File: src/rtl/uart_pkg.sv
// Shared definitions for the UART command path: one-hot controller states
// and the default framing/timeout constants.
package uart_pkg;

    typedef enum logic [2:0] {
        HUNT    = 3'b001,
        COLLECT = 3'b010,
        HOLD    = 3'b100
    } cmd_state_e;

    localparam logic [7:0] SOF_BYTE_DEF    = 8'hA5;
    localparam int         TIMEOUT_CYC_DEF = 1024;

endpackage

File: src/rtl/uart_byte_timer.sv
// Clearable idle counter; expired_o is high once TIMEOUT_CYC-1 idle cycles
// have elapsed since the last clear.
module uart_byte_timer #(
    parameter int TIMEOUT_CYC = 1024
) (
    input  logic uart_clk,
    input  logic rst,
    input  logic clear_i,
    output logic expired_o
);

    localparam int TW = $clog2(TIMEOUT_CYC);

    logic [TW-1:0] count_q;

    assign expired_o = (count_q == TW'(TIMEOUT_CYC - 1));

    // Saturate at the limit so a non-clearing owner never sees a wrap.
    always_ff @(posedge uart_clk) begin
        if (rst || clear_i) begin
            count_q <= '0;
        end else if (!expired_o) begin
            count_q <= count_q + 1'b1;
        end
    end

endmodule

File: src/rtl/uart_cmd_ctrl.sv
// Command-packet controller: hunts for SOF, collects a fixed-length packet,
// verifies the mod-256 checksum and hands the payload over valid/ready.
module uart_cmd_ctrl
    import uart_pkg::*;
#(
    parameter int                    DATA_WIDTH  = 8,
    parameter int                    CMD_PKT_LEN = 16,
    parameter logic [DATA_WIDTH-1:0] SOF_BYTE    = SOF_BYTE_DEF,
    parameter int                    TIMEOUT_CYC = TIMEOUT_CYC_DEF
) (
    input  logic                                  uart_clk,
    input  logic                                  rst,
    input  logic [DATA_WIDTH-1:0]                 rx_out,
    input  logic                                  rx_done,
    input  logic                                  cmd_ready,
    output logic                                  cmd_valid,
    output logic [(CMD_PKT_LEN-2)*DATA_WIDTH-1:0] cmd_data,
    output logic                                  err_chk,
    output logic                                  err_timeout,
    output logic                                  err_ovr,
    output logic                                  busy
);

    localparam int PW       = (CMD_PKT_LEN - 2) * DATA_WIDTH;
    localparam int IDX_W    = $clog2(CMD_PKT_LEN);
    localparam int LAST_IDX = CMD_PKT_LEN - 2;

    cmd_state_e            state_q, state_d;
    logic [IDX_W-1:0]      idx_q, idx_d;
    logic [DATA_WIDTH-1:0] sum_q, sum_d;
    logic [PW-1:0]         payload_q, payload_d;
    logic                  rx_done_q;
    logic                  cmd_valid_q, err_chk_q, err_tmo_q, err_ovr_q, busy_q;
    logic                  err_chk_d, err_tmo_d, err_ovr_d;
    logic                  strobe, expired;

    assign strobe = rx_done & ~rx_done_q;

    uart_byte_timer #(
        .TIMEOUT_CYC(TIMEOUT_CYC)
    ) u_timer (
        .uart_clk (uart_clk),
        .rst      (rst),
        .clear_i  (strobe | (state_q != COLLECT)),
        .expired_o(expired)
    );

    always_comb begin
        state_d   = state_q;
        idx_d     = idx_q;
        sum_d     = sum_q;
        payload_d = payload_q;
        err_chk_d = 1'b0;
        err_tmo_d = 1'b0;
        err_ovr_d = 1'b0;
        unique case (state_q)
            HUNT: begin
                if (strobe && rx_out == SOF_BYTE) begin
                    state_d = COLLECT;
                    idx_d   = '0;
                    sum_d   = '0;
                end
            end
            COLLECT: begin
                // A strobe always beats a simultaneous timer expiry.
                if (strobe) begin
                    if (idx_q == IDX_W'(LAST_IDX)) begin
                        if (rx_out == sum_q) begin
                            state_d = HOLD;
                        end else begin
                            state_d   = HUNT;
                            err_chk_d = 1'b1;
                        end
                    end else begin
                        for (int k = 0; k < LAST_IDX; k++) begin
                            if (idx_q == IDX_W'(k)) begin
                                payload_d[k*DATA_WIDTH +: DATA_WIDTH] = rx_out;
                            end
                        end
                        sum_d = sum_q + rx_out;
                        idx_d = idx_q + 1'b1;
                    end
                end else if (expired) begin
                    state_d   = HUNT;
                    err_tmo_d = 1'b1;
                end
            end
            HOLD: begin
                if (strobe) begin
                    err_ovr_d = 1'b1;
                end
                if (cmd_valid_q && cmd_ready) begin
                    state_d = HUNT;
                end
            end
            default: state_d = HUNT;
        endcase
    end

    always_ff @(posedge uart_clk) begin
        if (rst) begin
            state_q     <= HUNT;
            idx_q       <= '0;
            sum_q       <= '0;
            payload_q   <= '0;
            rx_done_q   <= 1'b0;
            cmd_valid_q <= 1'b0;
            err_chk_q   <= 1'b0;
            err_tmo_q   <= 1'b0;
            err_ovr_q   <= 1'b0;
            busy_q      <= 1'b0;
        end else begin
            state_q     <= state_d;
            idx_q       <= idx_d;
            sum_q       <= sum_d;
            payload_q   <= payload_d;
            rx_done_q   <= rx_done;
            cmd_valid_q <= (state_d == HOLD);
            err_chk_q   <= err_chk_d;
            err_tmo_q   <= err_tmo_d;
            err_ovr_q   <= err_ovr_d;
            busy_q      <= (state_d != HUNT);
        end
    end

    assign cmd_valid   = cmd_valid_q;
    assign cmd_data    = payload_q;
    assign err_chk     = err_chk_q;
    assign err_timeout = err_tmo_q;
    assign err_ovr     = err_ovr_q;
    assign busy        = busy_q;

endmodule

File: config.mk
export PLATFORM = sky130hd
export DESIGN_NAME = uart_cmd_ctrl
export DESIGN_NICKNAME = d
export VERILOG_FILES = /design/src/rtl/uart_pkg.sv /design/src/rtl/uart_byte_timer.sv /design/src/rtl/uart_cmd_ctrl.sv
export SDC_FILE = /design/constraint.sdc
export NUM_CORES = 1
export LEC_CHECK = 0
export ABC_CLOCK_PERIOD_IN_PS = 2950
export CAP_MARGIN = 40
export CELL_PAD_IN_SITES_DETAIL_PLACEMENT = 0
export CELL_PAD_IN_SITES_GLOBAL_PLACEMENT = 2
export CORE_MARGIN = 2
export CORE_UTILIZATION = 29
export DETAILED_ROUTE_END_ITERATION = 6
export PLACE_DENSITY_LB_ADDON = 0.1
export RECOVER_POWER = 100
export SETUP_SLACK_MARGIN = 0.05
export SLEW_MARGIN = 5
export SYNTH_ARGS = -nofsm -noshare
export SYNTH_HDL_FRONTEND = slang
export SYNTH_SLANG_ARGS = --single-unit
File: constraint.sdc
create_clock -name uart_clk -period 2.95 [get_ports uart_clk]
set_clock_uncertainty 0.15 [all_clocks]
set_input_delay 0.7375 -clock uart_clk [delete_from_list [all_inputs] [get_ports uart_clk]]
set_output_delay 0.7375 -clock uart_clk [all_outputs]
set_load 0.05 [all_outputs]
# Yosys cells after proc, flatten, opt, wreduce, memory -nomap -nowiden
# Cells that the tools add are included.
[totals]
word_cells = 101
inputBits = 12
output_inout_bits = 117
reg_bits = 143
[op_classes]
n_mux = 18
addsub = 3
n_reduce_logical = 23
n_eq_ne = 26
bitwise = 7
[ops]
columns = ["cell", "count"]
rows = [
  ["4-bit AND reduction", 15],
  ["4-bit equality test (second input constant)", 7],
  ["8-bit two-way mux", 3],
  ["3-bit two-way mux", 6],
  ["4-bit by 3-bit equality test with 1-bit output (second input constant)", 4],
  ["8-bit case mux with 2 select lines", 1],
  ["4-bit two-way mux", 3],
  ["10-bit by 1-bit adder with 10-bit output (second input constant)", 1],
  ["10-bit equality test (second input constant)", 1],
  ["3-bit case mux with 3 select lines", 1],
  ["8-bit adder", 1],
  ["4-bit by 2-bit equality test with 1-bit output (second input constant)", 2],
  ["8-bit equality test", 1],
  ["8-bit equality test (second input constant)", 1],
  ["4-bit case mux with 2 select lines", 1],
  ["3-bit equality test (second input constant)", 2],
  ["2-bit inequality test (second input constant)", 3],
  ["1-bit NOT", 5],
  ["4-bit by 1-bit adder with 4-bit output (second input constant)", 1],
  ["4-bit by 1-bit equality test with 1-bit output (second input constant)", 1],
  ["4-bit zero test", 1],
  ["4-bit OR reduction", 1],
  ["3-bit by 1-bit equality test with 1-bit output (second input constant)", 1],
  ["3-bit by 2-bit equality test with 1-bit output (second input constant)", 1],
  ["other kinds (10)", 13],
]

# Longest topological paths before layout
[logic_depth]
word_depth = 6
depth_mapped = 9
ltp_nobuf = 8

# Cells and area by module
# A second synthesis with hierarchy kept.
[unflattened]
cells_unflattened = 607
hier_area_um2 = 5806.8
[by_module_without_submodules]
columns = ["module", "cells_each", "seq_area_each_um2", "area_each_um2", "n_inst"]
rows = [
  ["uart_cmd_ctrl", 554, 2662.6, 5315.1, 1],
  ["uart_byte_timer", 53, 200.2, 491.7, 1],
]

# Worst setup path after synthesis
# OpenSTA, ideal clock, no wires.
[synth_path]
kind = "input to register"
from = "input port rx_out[1]"
to = "register sum_q[6]"
setup_ns = 0.117
n_path_buf = 2
stages = 9
setup_slack_ns = 0.239
arrival_ns = 2.443
t_required_ns = 2.683
cell_sequence = "clkbuf_1 clkbuf_1 inv_1 fa_1 nor2b_1 o31a_1 o21a_1 o21ai_0 a32o_1"
[synth_via]
elab_chain_len = 4
elab_cells_between_ends = 8
classes_between = "add/sub (1); eq/ne (2); mux (3); reduce/logical (2)"
[synth_rtl]
columns = ["item", "line_no", "source"]
rows = [
  ["start: declaration", "uart_cmd_ctrl.sv:13", "input logic [DATA_WIDTH-1:0] rx_out,"],
  ["8-bit adder / 8-bit equality test (equally long branches)", "uart_cmd_ctrl.sv:80, uart_cmd_ctrl.sv:58", ""],
  ["8-bit two-way mux / 1-bit logical AND (equally long branches)", "uart_cmd_ctrl.sv:67, uart_cmd_ctrl.sv:58", ""],
  ["8-bit two-way mux / 2-bit inequality test (equally long branches)", "n/a", ""],
  ["8-bit case mux with 2 select lines / 4-bit AND reduction (equally long branches)", "n/a", ""],
  ["end signal: assignment", "uart_cmd_ctrl.sv:115", "sum_q <= sum_d;"],
  ["end: declaration", "uart_cmd_ctrl.sv:30", "logic [DATA_WIDTH-1:0] sum_q, sum_d;"],
]
# Parallel ways exist; a longest one is shown, timed or not. The select of a mux whose other input is x is not followed.
# A chain may end at the register's enable or synchronous reset.

# Worst setup path after layout
[layout_path]
from = "input port rx_out[1]"
to = "register sum_q[7]"
# The elaborated chain is that of the path after synthesis.

==> out/summary.json <==
{
  "grt_overflow_total": {"value": 0},
  "fin_crit_sh": {"value": 0.919},
  "ys.warnings.count": {"value": 0},
  "endpoint_class_of_the_critical_path": {"value": "flop"},
  "report.final.setup_viol": {"value": 0},
  "cts.htree.levels": {"value": 4},
  "iteration_count_of_the_initial_detailed_routing_pass": {"value": 5},
  "share_clk_of_total_power": {"value": 0.516},
  "ctsRootBufferMaster": {"value": "sky130_fd_sc_hd__clkbuf_16"},
  "syn_area": {"value": 5790, "unit": "µm²"},
  "detail_route.iter0.violations": {"value": 282},
  "finalSetupTns": {"value": 0, "unit": "ns"},
  "critical_path_arrival": {"value": 2.87, "unit": "ns"},
  "layout.nets": {"value": 839},
  "final_instance_area": {"value": 8000, "unit": "µm²"},
  "timing.final.crit_period": {"value": 2.71, "unit": "ns"},
  "power_per_cell_area": {"value": 534, "unit": "nW/µm²"},
  "number_of_flops_mapped_to_enable_cells_by_yosys": {"value": 0},
  "finalWorstSetupSlack": {"value": 0.239, "unit": "ns"},
  "ys_seq_elements": {"value": 143},
  "synth-main-ff-cell": {"value": "sky130_fd_sc_hd__dfxtp_1"},
  "swShare": {"value": 0.226},
  "cts.reportedPaths.clkPinSlew": {"value": 0.06, "unit": "ns"},
  "floorplan.die.height": {"value": 145, "unit": "µm"},
  "synthToLayoutAreaGrowth": {"value": 38.2, "unit": "%"},
  "cts.hold.buffers_added": {"value": 0},
  "initial_utilization": {"value": 0.296},
  "floorplan.die_area": {"value": 21100, "unit": "µm²"},
  "chipWidth": {"value": 145, "unit": "µm"},
  "io_pins": {"value": 129},
  "critical_path.startpoint_type": {"value": "input pin"},
  "cellLeakagePower": {"value": 0.00320, "unit": "µW"},
  "antenna-diode-count": {"value": 0},
  "synth.lib_cells_used.distinct": {"value": 47},
  "achievable-frequency": {"value": 369, "unit": "MHz"},
  "worst_ir_drop_on_vdd": {"value": 358, "unit": "µV"},
  "timing.critical_path.fanout_max": {"value": 9},
  "share_seq_of_total_power": {"value": 0.452},
  "cts.repair_timing.setup_buffer_count": {"value": 0},
  "outcome": {"value": "finished clean"},
  "power.net_switching": {"value": 964, "unit": "µW"},
  "via_per_inst": {"value": 4.90},
  "core_region_area": {"value": 19500, "unit": "µm²"},
  "antenna_found_initial": {"value": 0},
  "grt_util_all_layers": {"value": 0.179},
  "numPortBuffers": {"value": 128},
  "total_via_count_after_detailed_routing": {"value": 5355},
  "place_congestion": {"value": 0.778},
  "finish.utilization": {"value": 0.410},
  "p_comb_frac": {"value": 0.032},
  "timing_hold_violations_final": {"value": 0},
  "post-dp-hpwl": {"value": 12500, "unit": "µm"},
  "place_worst_setup_slack": {"value": -0.0815, "unit": "ns"},
  "wl_per_cell": {"value": 17.3, "unit": "µm"},
  "drc": {"value": 0},
  "grt_pass1_vias": {"value": 5168},
  "insertion_delay": {"value": 0.42, "unit": "ns"},
  "synth_nets": {"value": 711},
  "worstMarginPinSlew": {"value": 1.18, "unit": "ns"},
  "grt_start_max_net_pins": {"value": 62},
  "tritoncts": {"value": "done"},
  "clk_path_buf_depth": {"value": 2},
  "drive_above_1_share": {"value": 0.0786},
  "hp-class": {"value": "reg2reg"},
  "syn_inst": {"value": 686},
  "placed_area": {"value": 7450, "unit": "µm²"},
  "rsz_0062_raised_after_global_routing": {"value": "false"},
  "tritoncts.num_buffers": {"value": 17},
  "drv_slew": {"value": 0},
  "required": {"value": 3.11, "unit": "ns"},
  "async_set_or_reset_flop_fraction_in_the_synthesized_netlist": {"value": 0},
  "yosysSeqAreaShare": {"value": 0.494},
  "cts.sinks": {"value": 143},
  "totalWireLength": {"value": 18900, "unit": "µm"},
  "number_of_cells_upsized_or_downsized_after_cts": {"value": 0},
  "wire_length_of_the_first_global_routing_pass": {"value": 29400, "unit": "µm"},
  "internal_power": {"value": 3310, "unit": "µW"},
  "maxCapViolations": {"value": 0},
  "max-slew-margin-rel": {"value": 0.213},
  "placementRows": {"value": 51},
  "crit_type": {"value": "in2reg"},
  "detail_route_antenna_nets": {"value": 0},
  "syn_area_per_cell": {"value": 8.44, "unit": "µm²"}
}
-- path summary, 6_finish.rpt --
path | start | to | slack, ns | depth (start not counted)
setup / recovery | rx_out[1] | sum_q[7] | 0.24 | 8
hold / removal | cmd_data[88] | cmd_data[88] | 0.30 | 2
setup reg to reg | state_q[1] | cmd_data[4] | 0.39 | 6
hold reg to reg | cmd_data[88] | cmd_data[88] | 0.30 | 2
-- through the flow --
step	hold slack [ns]	instances	total power, µW
after floorplan	0.296	686	2040
after global placement	0.293	1060	2110
after detailed placement	0.297	1060	2120
after CTS	0.305	1092	4330
after global routing	0.319	1092	4420
final	0.300	1092	4270
-- logic make-up after synthesis --
kind of cell    count (synthesis)  synth area share
simple gates                  301             0.252
flops                         143             0.494
compound gates                140             0.135
buf+inv                        62            0.0441
mux                            18            0.0311
fa+ha+maj                      13            0.0294
xor+xnor                        9            0.0136
-- synth_stat cells, types with 2 or more instances --
library cell | instances | area [µm²]
sky130_fd_sc_hd__dfxtp_1 | 143 | 2860
sky130_fd_sc_hd__nand2_1 | 119 | 447
sky130_fd_sc_hd__a21oi_1 | 107 | 536
sky130_fd_sc_hd__nand3_1 | 105 | 526
sky130_fd_sc_hd__clkbuf_1 | 44 | 165
sky130_fd_sc_hd__nor2_1 | 33 | 124
sky130_fd_sc_hd__mux2i_1 | 18 | 180
sky130_fd_sc_hd__ha_1 | 12 | 150
sky130_fd_sc_hd__inv_1 | 10 | 37.5
sky130_fd_sc_hd__o21ai_0 | 9 | 45.0
sky130_fd_sc_hd__a22o_1 | 6 | 52.6
sky130_fd_sc_hd__buf_2 | 6 | 30.0
sky130_fd_sc_hd__nor2b_1 | 5 | 31.3
sky130_fd_sc_hd__nor3_1 | 5 | 25.0
sky130_fd_sc_hd__xor2_1 | 5 | 43.8
sky130_fd_sc_hd__nand2b_1 | 4 | 25.0
sky130_fd_sc_hd__nor3b_1 | 4 | 30.0
sky130_fd_sc_hd__o21a_1 | 4 | 30.0
sky130_fd_sc_hd__xnor2_1 | 4 | 35.0
sky130_fd_sc_hd__and4_1 | 3 | 26.3
sky130_fd_sc_hd__nor4_1 | 3 | 18.8
sky130_fd_sc_hd__nor4_4 | 3 | 63.8
sky130_fd_sc_hd__a211o_1 | 2 | 17.5
sky130_fd_sc_hd__a211oi_1 | 2 | 15.0
sky130_fd_sc_hd__a21o_1 | 2 | 15.0
sky130_fd_sc_hd__and3_1 | 2 | 12.5
sky130_fd_sc_hd__buf_6 | 2 | 22.5
sky130_fd_sc_hd__nand4_1 | 2 | 12.5
sky130_fd_sc_hd__nand4_2 | 2 | 25.0
sky130_fd_sc_hd__or2_2 | 2 | 12.5
sky130_fd_sc_hd__or3_1 | 2 | 12.5
-- state kept, by name, summed over array words and instances, names as in the netlist, 3 cells and up --
name             count
u_timer.count_q     10
state_q              3
idx_q                4
cmd_data           112
sum_q                8
-- critical path, stage by stage --
cell	delay [ns]
sky130_fd_sc_hd__dlygate4sd3_1	0.59
sky130_fd_sc_hd__buf_4	0.16
sky130_fd_sc_hd__clkbuf_2	0.21
sky130_fd_sc_hd__nor4b_1	0.33
sky130_fd_sc_hd__nand4_1	0.16
sky130_fd_sc_hd__nor2b_1	0.17
sky130_fd_sc_hd__and2_4	0.21
sky130_fd_sc_hd__a211o_1	0.29
-- power by group through the flow --
stage | clock [µW] | combinational (µW) | sequential [µW]
finish | 2200 | 136 | 1930
global route | 2340 | 146 | 1930
CTS | 2260 | 142 | 1930
detailed placement | 0 | 142 | 1970
global placement | 0 | 140 | 1970
floorplan | 0 | 65.3 | 1970
-- final cells by class --
cell class | count | area, µm²
Fill cell | 2001 | 11500
Timing Repair Buffer | 161 | 1530
Multi-Input combinational cell | 481 | 2650
Clock buffer | 20 | 437
Clock inverter | 12 | 159
Tap cell | 265 | 332
Inverter | 10 | 37.5
Sequential cell | 143 | 2860
-- placed cells by master, fill, tap and decap left out, types with 2 or more instances in the layout --
master,n
sky130_fd_sc_hd__dfxtp_1,143
sky130_fd_sc_hd__nand2_1,119
sky130_fd_sc_hd__dlygate4sd3_1,119
sky130_fd_sc_hd__a21oi_1,107
sky130_fd_sc_hd__nand3_1,105
sky130_fd_sc_hd__nor2_1,33
sky130_fd_sc_hd__buf_4,24
sky130_fd_sc_hd__mux2i_1,18
sky130_fd_sc_hd__clkbuf_16,17
sky130_fd_sc_hd__ha_1,12
sky130_fd_sc_hd__inv_1,10
sky130_fd_sc_hd__o21ai_0,9
sky130_fd_sc_hd__clkbuf_1,8
sky130_fd_sc_hd__clkdlybuf4s50_1,8
sky130_fd_sc_hd__nor2b_1,6
sky130_fd_sc_hd__a22o_1,6
sky130_fd_sc_hd__nor3_1,5
sky130_fd_sc_hd__xor2_1,5
sky130_fd_sc_hd__nand2b_1,4
sky130_fd_sc_hd__xnor2_1,4
sky130_fd_sc_hd__nor3b_1,4
sky130_fd_sc_hd__nor4_1,4
sky130_fd_sc_hd__o21a_1,4
sky130_fd_sc_hd__nand4_1,3
sky130_fd_sc_hd__and4_1,3
sky130_fd_sc_hd__bufinv_16,3
sky130_fd_sc_hd__inv_6,3
sky130_fd_sc_hd__clkbuf_2,3
sky130_fd_sc_hd__nor4_4,2
sky130_fd_sc_hd__and3_1,2
sky130_fd_sc_hd__a21o_1,2
sky130_fd_sc_hd__or3_1,2
sky130_fd_sc_hd__or2_2,2
sky130_fd_sc_hd__a211o_1,2
sky130_fd_sc_hd__a211oi_1,2
sky130_fd_sc_hd__clkinv_2,2
sky130_fd_sc_hd__clkinv_4,2
sky130_fd_sc_hd__clkinvlp_4,2
sky130_fd_sc_hd__buf_12,2
-- routing by layer --
layer  vias up  global-route usage  routed length [µm]
li1       2626                   -                   -
met1      2545               0.251                9010
met2       169               0.268                8450
met3        15              0.0547                1240
met4         0              0.0475                 193
met5         -                   0                   0
(Power assumes the default switching activity.)
